## src/rtl/alu_sched_if.sv

```systemverilog
// Bundle of request, ALU and response signals for the alu_sched scheduler.
// Optional resp_zero member exists only when ALU_SCHED_ZERO_FLAG_EN is defined.
interface alu_sched_if #(
    parameter int CNT_W = 16
) ();
    // Handshake rule for req0, req1 and resp: a transfer happens on a rising
    // clock edge where valid and ready are both high; the sender holds valid
    // and its payload stable until that edge.
    logic             req0_valid;
    logic             req0_ready;
    logic [7:0]       req0_a;
    logic [7:0]       req0_b;
    logic [2:0]       req0_op;
    logic             req1_valid;
    logic             req1_ready;
    logic [7:0]       req1_a;
    logic [7:0]       req1_b;
    logic [2:0]       req1_op;
    logic [7:0]       alu_a;
    logic [7:0]       alu_b;
    logic [2:0]       alu_opcode;
    logic [7:0]       alu_out;
    logic             resp_valid;
    logic             resp_ready;
    logic [7:0]       resp_data;
    logic             resp_id;
    logic             busy;
    logic [CNT_W-1:0] ops_done;
`ifdef ALU_SCHED_ZERO_FLAG_EN
    logic             resp_zero;
`endif

    modport slave (
        input  req0_valid, req0_a, req0_b, req0_op,
        input  req1_valid, req1_a, req1_b, req1_op,
        input  alu_out, resp_ready,
        output req0_ready, req1_ready,
        output alu_a, alu_b, alu_opcode,
        output resp_valid, resp_data, resp_id, busy, ops_done
`ifdef ALU_SCHED_ZERO_FLAG_EN
        , output resp_zero
`endif
    );

    modport master (
        output req0_valid, req0_a, req0_b, req0_op,
        output req1_valid, req1_a, req1_b, req1_op,
        output alu_out, resp_ready,
        input  req0_ready, req1_ready,
        input  alu_a, alu_b, alu_opcode,
        input  resp_valid, resp_data, resp_id, busy, ops_done
`ifdef ALU_SCHED_ZERO_FLAG_EN
        , input resp_zero
`endif
    );
endinterface

```

## src/rtl/alu_sched.sv

```systemverilog
// Round-robin scheduler sharing one external 8-bit ALU between two requesters.
// Define ALU_SCHED_ZERO_FLAG_EN to add the registered resp_zero output.
module alu_sched #(
    parameter int CNT_W = 16
) (
    input  logic        clk,
    input  logic        rst,
    alu_sched_if.slave  bus,
    output logic [1:0]  dbg_state
);
    typedef enum logic [1:0] {
        IDLE = 2'd0,
        EXEC = 2'd1,
        RESP = 2'd2
    } state_t;

    state_t           state_q;
    state_t           state_d;
    logic             grant0;
    logic             grant1;
    logic             accept;
    logic             rr_last_q;
    logic             id_q;
    logic [7:0]       alu_a_q;
    logic [7:0]       alu_b_q;
    logic [2:0]       alu_op_q;
    logic             resp_valid_q;
    logic [7:0]       resp_data_q;
    logic             resp_id_q;
    logic [CNT_W-1:0] ops_q;

    // A requester that is alone wins; on a tie the one that did not win last time wins.
    always_comb begin
        grant0 = 1'b0;
        grant1 = 1'b0;
        if (state_q == IDLE) begin
            if (bus.req0_valid && (!bus.req1_valid || rr_last_q))
                grant0 = 1'b1;
            else if (bus.req1_valid)
                grant1 = 1'b1;
        end
    end

    assign accept = grant0 | grant1;

    always_comb begin
        state_d = state_q;
        case (state_q)
            IDLE:    if (accept) state_d = EXEC;
            EXEC:    state_d = RESP;
            RESP:    if (bus.resp_ready) state_d = IDLE;
            default: state_d = IDLE;
        endcase
    end

    always_ff @(posedge clk) begin
        if (rst) begin
            state_q      <= IDLE;
            alu_a_q      <= 8'h00;
            alu_b_q      <= 8'h00;
            alu_op_q     <= 3'b111;
            resp_valid_q <= 1'b0;
            resp_data_q  <= 8'h00;
            resp_id_q    <= 1'b0;
            ops_q        <= '0;
            rr_last_q    <= 1'b1;
            id_q         <= 1'b0;
        end else begin
            state_q <= state_d;
            if (accept) begin
                alu_a_q   <= grant1 ? bus.req1_a  : bus.req0_a;
                alu_b_q   <= grant1 ? bus.req1_b  : bus.req0_b;
                alu_op_q  <= grant1 ? bus.req1_op : bus.req0_op;
                id_q      <= grant1;
                rr_last_q <= grant1;
            end
            if (state_q == EXEC) begin
                resp_valid_q <= 1'b1;
                resp_data_q  <= bus.alu_out;
                resp_id_q    <= id_q;
            end
            if (state_q == RESP && bus.resp_ready) begin
                resp_valid_q <= 1'b0;
                ops_q        <= ops_q + CNT_W'(1);
            end
        end
    end

`ifdef ALU_SCHED_ZERO_FLAG_EN
    logic zero_q;

    always_ff @(posedge clk) begin
        if (rst)
            zero_q <= 1'b0;
        else if (state_q == EXEC)
            zero_q <= (bus.alu_out == 8'h00);
    end

    assign bus.resp_zero = zero_q;
`endif

    assign bus.req0_ready = grant0;
    assign bus.req1_ready = grant1;
    assign bus.alu_a      = alu_a_q;
    assign bus.alu_b      = alu_b_q;
    assign bus.alu_opcode = alu_op_q;
    assign bus.resp_valid = resp_valid_q;
    assign bus.resp_data  = resp_data_q;
    assign bus.resp_id    = resp_id_q;
    assign bus.busy       = (state_q != IDLE);
    assign bus.ops_done   = ops_q;
    assign dbg_state      = state_q;
endmodule
```

## src/flat_wrapper.sv

```systemverilog
// flat-port wrapper written by rule: the top's interface ports become plain ports
module alu_sched_flat 
#(
    parameter int CNT_W = 16
)
  (clk, rst, dbg_state, bus_req0_valid, bus_req0_a, bus_req0_b, bus_req0_op, bus_req1_valid, bus_req1_a, bus_req1_b, bus_req1_op, bus_alu_out, bus_resp_ready, bus_req0_ready, bus_req1_ready, bus_alu_a, bus_alu_b, bus_alu_opcode, bus_resp_valid, bus_resp_data, bus_resp_id, bus_busy, bus_ops_done);
  alu_sched_if #(.CNT_W(CNT_W)) bus_i ();
  input  logic clk;
  input  logic rst;
  output logic [1:0] dbg_state;
  input wire logic [$bits(bus_i.req0_valid)-1:0] bus_req0_valid;
  input wire logic [$bits(bus_i.req0_a)-1:0] bus_req0_a;
  input wire logic [$bits(bus_i.req0_b)-1:0] bus_req0_b;
  input wire logic [$bits(bus_i.req0_op)-1:0] bus_req0_op;
  input wire logic [$bits(bus_i.req1_valid)-1:0] bus_req1_valid;
  input wire logic [$bits(bus_i.req1_a)-1:0] bus_req1_a;
  input wire logic [$bits(bus_i.req1_b)-1:0] bus_req1_b;
  input wire logic [$bits(bus_i.req1_op)-1:0] bus_req1_op;
  input wire logic [$bits(bus_i.alu_out)-1:0] bus_alu_out;
  input wire logic [$bits(bus_i.resp_ready)-1:0] bus_resp_ready;
  output wire logic [$bits(bus_i.req0_ready)-1:0] bus_req0_ready;
  output wire logic [$bits(bus_i.req1_ready)-1:0] bus_req1_ready;
  output wire logic [$bits(bus_i.alu_a)-1:0] bus_alu_a;
  output wire logic [$bits(bus_i.alu_b)-1:0] bus_alu_b;
  output wire logic [$bits(bus_i.alu_opcode)-1:0] bus_alu_opcode;
  output wire logic [$bits(bus_i.resp_valid)-1:0] bus_resp_valid;
  output wire logic [$bits(bus_i.resp_data)-1:0] bus_resp_data;
  output wire logic [$bits(bus_i.resp_id)-1:0] bus_resp_id;
  output wire logic [$bits(bus_i.busy)-1:0] bus_busy;
  output wire logic [$bits(bus_i.ops_done)-1:0] bus_ops_done;
  assign bus_i.req0_valid = bus_req0_valid;
  assign bus_i.req0_a = bus_req0_a;
  assign bus_i.req0_b = bus_req0_b;
  assign bus_i.req0_op = bus_req0_op;
  assign bus_i.req1_valid = bus_req1_valid;
  assign bus_i.req1_a = bus_req1_a;
  assign bus_i.req1_b = bus_req1_b;
  assign bus_i.req1_op = bus_req1_op;
  assign bus_i.alu_out = bus_alu_out;
  assign bus_i.resp_ready = bus_resp_ready;
  assign bus_req0_ready = bus_i.req0_ready;
  assign bus_req1_ready = bus_i.req1_ready;
  assign bus_alu_a = bus_i.alu_a;
  assign bus_alu_b = bus_i.alu_b;
  assign bus_alu_opcode = bus_i.alu_opcode;
  assign bus_resp_valid = bus_i.resp_valid;
  assign bus_resp_data = bus_i.resp_data;
  assign bus_resp_id = bus_i.resp_id;
  assign bus_busy = bus_i.busy;
  assign bus_ops_done = bus_i.ops_done;
  alu_sched #(.CNT_W(CNT_W)) u_core (.clk(clk), .rst(rst), .bus(bus_i), .dbg_state(dbg_state));
endmodule
```

## config.mk

```make
export PLATFORM = sky130hd
export DESIGN_NAME = alu_sched_flat
export DESIGN_NICKNAME = d
export VERILOG_FILES = /design/src/rtl/alu_sched_if.sv /design/src/rtl/alu_sched.sv /design/src/flat_wrapper.sv
export SDC_FILE = /design/constraint.sdc
export NUM_CORES = 1
export LEC_CHECK = 0
export ABC_AREA = 0
export BUFFER_PORTS_ARGS = -buffer_cell sky130_fd_sc_hd__buf_2
export CAP_MARGIN = 20
export CORE_ASPECT_RATIO = 0.8
export CORE_MARGIN = 2
export CORE_UTILIZATION = 49
export CTS_BUF_LIST = sky130_fd_sc_hd__clkbuf_16
export DETAILED_ROUTE_END_ITERATION = 8
export GPL_ROUTABILITY_DRIVEN = 1
export GPL_TIMING_DRIVEN = 0
export MAX_ROUTING_LAYER = met4
export PLACE_DENSITY = 0.84
export SLEW_MARGIN = 20
export SYNTH_ARGS = -nofsm -noshare
export SYNTH_HDL_FRONTEND = slang
export SYNTH_SLANG_ARGS = --single-unit
```

## constraint.sdc

```tcl
create_clock -name clk -period 2.9 [get_ports clk]
set_input_delay 0.435 -clock clk [delete_from_list [all_inputs] [get_ports clk]]
set_output_delay 0.435 -clock clk [all_outputs]
set_load 0.01 [all_outputs]
```

==> metrics.cfg, run 1 <==
[outcome]
outcome = finished, final reports clean

[grt]
grt_util_all_layers_pct = 25.1
grt_pass1_wl_microns = 9400
antenna_found_initial = 0
grt_pass1_vias = 1979
overflow = 0
grt_max_degree = 15

[sta]
finalSetupViolations = 0
final.period_utilization_pct = 71.6
slew-limit-headroom_pct = 63.1
rsz0062_at_grt = false
fin_setup_tns_ps = 0
post-route-min-period_ps = 2080
hold_ws_ps = 336
max_freq_ghz = 0.482
slew_violations = 0
clock_skew_ps = 7.63
tightestPinTransition_ps = 548
hold_viol = 0

[worst_setup_path]
worst-r2r-cell-count = 5
crit_type = reg -> out
start_kind = flop
arrival_ps = 1640
r2r_start = u_core.dbg_state[0]$_SDFFE_PP0P_
endpoint_kind = output pin
cp.required_ps = 2470
critPathMaxFanout = 10
crit_start = u_core.dbg_state[0]$_SDFFE_PP0P_

[synthesis]
synth_top_flop_cell = dfxtp_1
ys_async_sr_fraction_pct = 0
syn-num-nets = 300
ys_ff_latch = 49
syn_area_per_cell_sq_um = 8.41
synth_enable_flop_cells = 0
ys_seq_area_share_pct = 47.1
yosysWarnings = 0
syn_inst = 248
ys_types = 41
netlist_area_sq_mm = 0.00208

[place]
placed_area_sq_mm = 0.00266
place.port_buffers = 100
dp.cells = 405
dpl.hpwl_microns = 4230
gp_congestion = 0.909

[layout]
fin_area_sq_mm = 0.00282
regArea_sq_um = 981
nFillCells = 371
layout-drive-gt1-share_pct = 32.9
areaGrowthSynthToFinish_pct = 35.2
fin_cells = 413
layout.nets = 407
n_antenna_cell = 0
multi_input_area_sq_mm = 0.00102

[floorplanning]
rows = 21
die_h_microns = 62.3
die_area_sq_mm = 0.00479
coreArea_sq_mm = 0.00413
ios = 101
initial_utilization_pct = 50.5
die_w_microns = 76.9

[min_path]
hold_path_class = in -> reg
worstHoldStart = bus_req0_op[0]
holdPathStages = 2

[clock_tree]
tritoncts = done
numCtsBuffers = 5
cts_max_level = 2
cts_resized = 0
clk_path_buf_depth = 2
worstSkewPairLatency_ps = 290
cts.clk_slew.worst_paths_ps = 70
hold_buffers = 0
clockRootBuffer = clkbuf_16
postCtsSetupBuffers = 0
clock_sinks = 49

[route]
drtAntennaViolNets = 0
num_vias = 2263
firstDrtPassIters = 4
viasPerCell = 5.48
wl_microns = 5730
drt_iter0_drc = 132
drc_errors = 0
wl_per_cell_microns = 13.9

[flow_run]
drv_cap = 0

[pwr]
p_switching_w = 0.000433
p_leak_nw = 1.34
p_per_area_mw_per_mm2 = 594
p_comb_share_pct = 16.6
ir_worst_vdd_v = 0.000362
p_total_w = 0.00167
switching_share_pct = 25.8
p_int_w = 0.00124
clock_power_share_pct = 38.4
power_frac_seq_pct = 44.9

[final timing paths]
kind,slack (ps),to
setup / recovery,820,bus_req1_ready
hold / removal,340,u_core.bus.alu_opcode[0]$_SDFFE_PP1P_
setup reg to reg,1140,u_core.bus.alu_b[2]$_SDFFE_PP0P_
hold reg to reg,450,u_core.bus.resp_data[4]$_SDFFE_PP0N_
[state kept, by name, indices dropped and copies added (netlist names)]
signal                 count
u_core.bus.resp_data       8
u_core.id_q                1
u_core.bus.alu_a           8
u_core.bus.resp_id         1
u_core.bus.resp_valid      1
u_core.bus.alu_opcode      3
u_core.bus.ops_done       16
u_core.rr_last_q           1
u_core.dbg_state           2
u_core.bus.alu_b           8
[kinds of logic after synthesis]
group / share of synthesized area [%]
compound gates: 16.1
xor+xnor: 3.78
fa+ha+maj: 0.600
buf+inv: 4.14
flops: 47.1
mux: 0.480
simple gates: 27.8
[cell usage in the layout (no fill, tap or decap), types with 3 or more instances in the layout]
master     netlist  final
dfxtp_1         49     49
xor2_1           5      5
nand3_1          5      5
or4_1            3      3
a221o_1          3      3
nor2_1          30     30
o21ai_0          4      4
a311oi_1        16     16
buf_2            3    103
a21o_1           4      4
xnor2_1          4      4
a21oi_1         17     17
nor3_1           3      3
clkbuf_1         7      7
nand2_1         54     54
nand4_1          7      7
inv_1            2      3
clkbuf_16        0      5
[power groups by stage]
stage | registers, W | clock network [W] | logic, W
floorplan | 0.000786 | 0 | 0.000134
global placement | 0.000763 | 0 | 0.000271
detailed placement | 0.000766 | 0 | 0.000278
CTS | 0.000752 | 0.000648 | 0.000280
global route | 0.000758 | 0.000684 | 0.000309
finish | 0.000753 | 0.000643 | 0.000278
[cell usage after synthesis (2+ instances only)]
cell	count	share of area (%)
a221o_1	3	1.4
and2_1	2	0.60
inv_1	2	0.36
a311oi_1	16	6.7
nor3_1	3	0.72
and3_1	2	0.60
nand4_1	7	2.1
and4b_1	2	0.96
o21ai_0	4	0.96
buf_4	2	0.72
a21oi_1	17	4.1
nand2_1	54	9.7
clkbuf_1	7	1.3
buf_2	3	0.72
dfxtp_1	49	47
and4_1	2	0.84
o31ai_1	2	0.72
nor2_1	30	5.4
a21o_1	4	1.4
or4_1	3	1.1
or3_1	2	0.60
buf_1	2	0.36
nand3_1	5	1.2
xor2_1	5	2.1
xnor2_1	4	1.7
[per-stage QoR]
stage | worst slack [ps] | util, %
3_3_place_gp | 1170 | 64.4
5_1_grt | 699 | 68.3
3_5_place_dp | 1170 | 64.4
6_report | 824 | 68.3
4_1_cts | 853 | 68.3
2_1_floorplan | 1420 | -
[critical path, cell delays in order, from the launching register on]
cell     delay (ps)
dfxtp_1         390
nor2_2          280
nand3_2         230
inv_2           120
buf_4           180
buf_2           150
[routing by layer]
layer	global-route usage [%]	part of all wire, %	up-vias
met4	9.32	1.7	0
met5	-	0	-
met3	4.51	5.8	11
met2	38.8	48	79
li1	-	-	1097
met1	32.9	44	1076
[area by class of cell]
class | count | share of cell area (%)
multi-input combinational | 181 | 36.1
sequential | 49 | 34.8
timing repair buffer | 100 | 17.8
clock buffer | 5 | 4.44
buffer | 15 | 2.66
tap | 57 | 2.53
clock inverter | 3 | 1.33
inverter | 3 | 0.399
No activity file was read; power rests on OpenSTA's default activity.
==> run 2: changes to the inputs <==
- ABC_AREA: 0 -> 1
- CORE_UTILIZATION: 49 -> 47
- PLACE_DENSITY: 0.84 -> 0.8
- clock period: 2.9 -> 2 ns (I/O delays scaled with it)
==> run 2 against run 1 <==
Global-route usage down 3.4 points. Routed wire length down 3.7%. Combinational power up 70%. Critical path type unchanged. Largest power group unchanged. Highest routed layer unchanged.
==> metrics.cfg, run 2 <==
[layout]
nFillCells = 464  ; +25%
layout_common_cells = nand2_1, buf_2, dfxtp_1
final_common_cell = nand2_1
fin_area_sq_mm = 0.00301  ; +6.7%
multi_input_area_sq_mm = 0.00109  ; +7.5%
regArea_sq_um = 981  ; unchanged
largest_reg_flops = 16  ; unchanged
areaGrowthSynthToFinish_pct = 32.5
layout.nets = 477  ; +17%
fin_cells = 486  ; +18%
n_antenna_cell = 0  ; unchanged
layout-drive-gt1-share_pct = 31.5  ; -1.4 points

[clock_tree]
cts.clk_slew.worst_paths_ps = 60  ; about the same
numCtsBuffers = 5  ; unchanged
postCtsSetupBuffers = 0  ; unchanged
clk_path_buf_depth = 2  ; unchanged
cts_max_level = 2  ; unchanged
clock_sinks = 49  ; unchanged
tritoncts = done
clockRootBuffer = clkbuf_16
worstSkewPairLatency_ps = 280  ; about the same
cts_resized = 0  ; unchanged
hold_buffers = 0  ; unchanged

[place]
dp.cells = 478  ; +18%
dpl.hpwl_microns = 4090  ; -3.3%
gp_congestion = 0.795  ; -13%
placed_area_sq_mm = 0.00284  ; +6.9%
place.port_buffers = 99  ; -1.0%
pre_cts_ws_ps = 543  ; -625 ps

[pwr]
p_total_w = 0.00251  ; +50%
power_frac_seq_pct = 44.0  ; -0.9 points
p_comb_share_pct = 18.8  ; +2.2 points
ir_worst_vdd_v = 0.000475  ; +31%
p_per_area_mw_per_mm2 = 834  ; +40%
clock_power_share_pct = 37.2  ; -1.2 points
p_int_w = 0.00184  ; +48%
switching_share_pct = 26.7  ; +0.88 points
p_leak_nw = 1.60  ; +19%
p_switching_w = 0.000670  ; +55%

[sta]
max_freq_ghz = 0.569
post-route-min-period_ps = 1760
final.period_utilization_pct = 87.9
slew-limit-headroom_pct = 69.5  ; +6.4 points
clock_skew_ps = 3.59  ; -4.04 ps
fin_setup_tns_ps = 0  ; unchanged
layout_setup_ws_ps = 242  ; -583 ps
tightestPinTransition_ps = 458  ; -90.1 ps
slew_violations = 0  ; unchanged
finalSetupViolations = 0  ; unchanged
rsz0062_at_grt = false
hold_viol = 0  ; unchanged

[worst_setup_path]
endpoint_kind = output pin
arrival_ps = 1460  ; -180 ps
path_cells = nor2_2, nand2_1, inv_1, buf_2, buf_2
timing.critical_path.mode_cell = buf_2
cp.required_ps = 1700  ; -770 ps
critPathMaxFanout = 10  ; unchanged
cp_top_family = buffers and inverters
critPathBufInv = 3  ; unchanged
worst-r2r-cell-count = 8  ; +3
crit_type = reg -> out
cp_slowest_stage_delay_ps = 370  ; -20 ps
path_depth = 5  ; unchanged
crit_slowest_cell = dfxtp_1
start_kind = flop

[synthesis]
syn-num-nets = 371  ; +24%
netlist_area_sq_mm = 0.00227  ; +8.9%
ys_async_sr_fraction_pct = 0  ; unchanged
syn_inst = 319  ; +29%
yosysMostFrequentCell = nand2_1
ys_seq_area_share_pct = 43.2  ; -3.8 points
ys_top_cells_by_count = nand2_1, dfxtp_1, nor2_1
ys_ff_latch = 49  ; unchanged
yosysWarnings = 0  ; unchanged
syn_area_per_cell_sq_um = 7.11  ; -15%
ys_types = 30  ; -27%
synth_enable_flop_cells = 0  ; unchanged
synth_top_flop_cell = dfxtp_1
synth_top_area_share_pct = 43.2  ; -3.8 points
synth_top_area_cell = dfxtp_1
synth_area_leaders = dfxtp_1, nand2_1, nor2_1, nand3_2, inv_1

[floorplanning]
coreArea_sq_mm = 0.00462  ; +12%
die_h_microns = 66.2  ; +6.1%
ios = 101  ; unchanged
rows = 22  ; +4.8%
initial_utilization_pct = 49.1  ; -1.5 points
die_area_sq_mm = 0.00540  ; +13%
die_w_microns = 81.7  ; +6.2%

[grt]
overflow = 0  ; unchanged
grt_use_met2_pct = 33.8  ; -5.0 points
grt_max_degree = 16  ; +1
grtUsageMet3_pct = 6.69  ; +2.2 points
met1_usage_pct = 28.0  ; -5.0 points
antenna_found_initial = 0  ; unchanged
gr-max-usage-layer = met2
grt_pass1_wl_microns = 8740  ; -7.0%
grt_util_all_layers_pct = 21.6  ; -3.4 points
grt_pass1_vias = 1996  ; +0.86%

[route]
drtAntennaViolNets = 0  ; unchanged
num_vias = 2308  ; +2.0%
viasPerCell = 4.75  ; -13%
drt_iter0_drc = 106  ; -20%
wl_microns = 5510  ; -3.7%
wl_per_cell_microns = 11.3  ; -18%
firstDrtPassIters = 4  ; unchanged
drc_errors = 0  ; unchanged

[flow_run]
drv_cap = 0  ; unchanged

[min_path]
holdPathStages = 3  ; +1
hold_path_class = in -> reg

[outcome]
outcome = finished, final reports clean

==> run 2: cell count changes after synthesis, sizes merged, moves of 12 or more <==
cell,delta
nor2,+16
o21ai,+12
nand2,+63
a311oi,-16
nand3,+21
inv,+21
==> run 2: per-layer routing <==
metal  up-vias  part of all wire [%]
met4         0                  0.63
met5         -                     0
met2        75                    45
li1       1217                     -
met1      1012                    48
met3         4                   6.6
==> run 2: layout make-up <==
type	instances	area share [%]
multi-input combinational	232	36.4
buffer	13	3.29
clock buffer	5	4.16
tap	60	2.50
sequential	49	32.6
clock inverter	3	1.37
timing repair buffer	99	16.5
inverter	25	3.20
==> run 2: through the flow <==
step           util [%]  hold WS, ps
6_report           65.0          235
5_1_grt            65.0          229
3_3_place_gp       61.4          438
3_5_place_dp       61.4          448
4_1_cts            65.0          232
2_1_floorplan         -          432
==> run 2: kinds of logic (layout without fill, tap and decap cells) <==
kind of cell	after synthesis	in the layout	synth area share, %
AO/OA/AOI/OAI	29	29	6.84
XOR/XNOR	1	1	0.386
adder cells (fa/ha/maj)	1	1	0.551
buffers and inverters	38	145	8.60
flip-flops	49	49	43.2
AND/OR/NAND/NOR	201	201	40.4
==> run 2: worst reg2reg max path: cells and delay by family (launching register included) <==
family | cells | cell delay (ps)
simple gates | 5 | 580
flops | 1 | 370
buf+inv | 3 | 350
==> run 2: worst paths after layout <==
check             slack (ps)                        startpoint                                    to
setup / recovery         240  u_core.dbg_state[1]$_SDFFE_PP0P_                        bus_req1_ready
hold / removal           230                    bus_alu_out[3]  u_core.bus.resp_data[3]$_SDFFE_PP0N_
setup reg to reg         610  u_core.dbg_state[1]$_SDFFE_PP0P_      u_core.bus.alu_b[2]$_SDFFE_PP0P_
hold reg to reg          460  u_core.bus.alu_b[7]$_SDFFE_PP0P_      u_core.bus.alu_b[7]$_SDFFE_PP0P_
==> run 2: power groups by stage <==
stage | clock network [W] | registers [W] | logic [W]
global placement | 0 | 0.00112 | 0.000465
detailed placement | 0 | 0.00112 | 0.000475
global route | 0.00101 | 0.00111 | 0.000529
finish | 0.000933 | 0.00110 | 0.000473
floorplan | 0 | 0.00116 | 0.000252
CTS | 0.000952 | 0.00110 | 0.000478
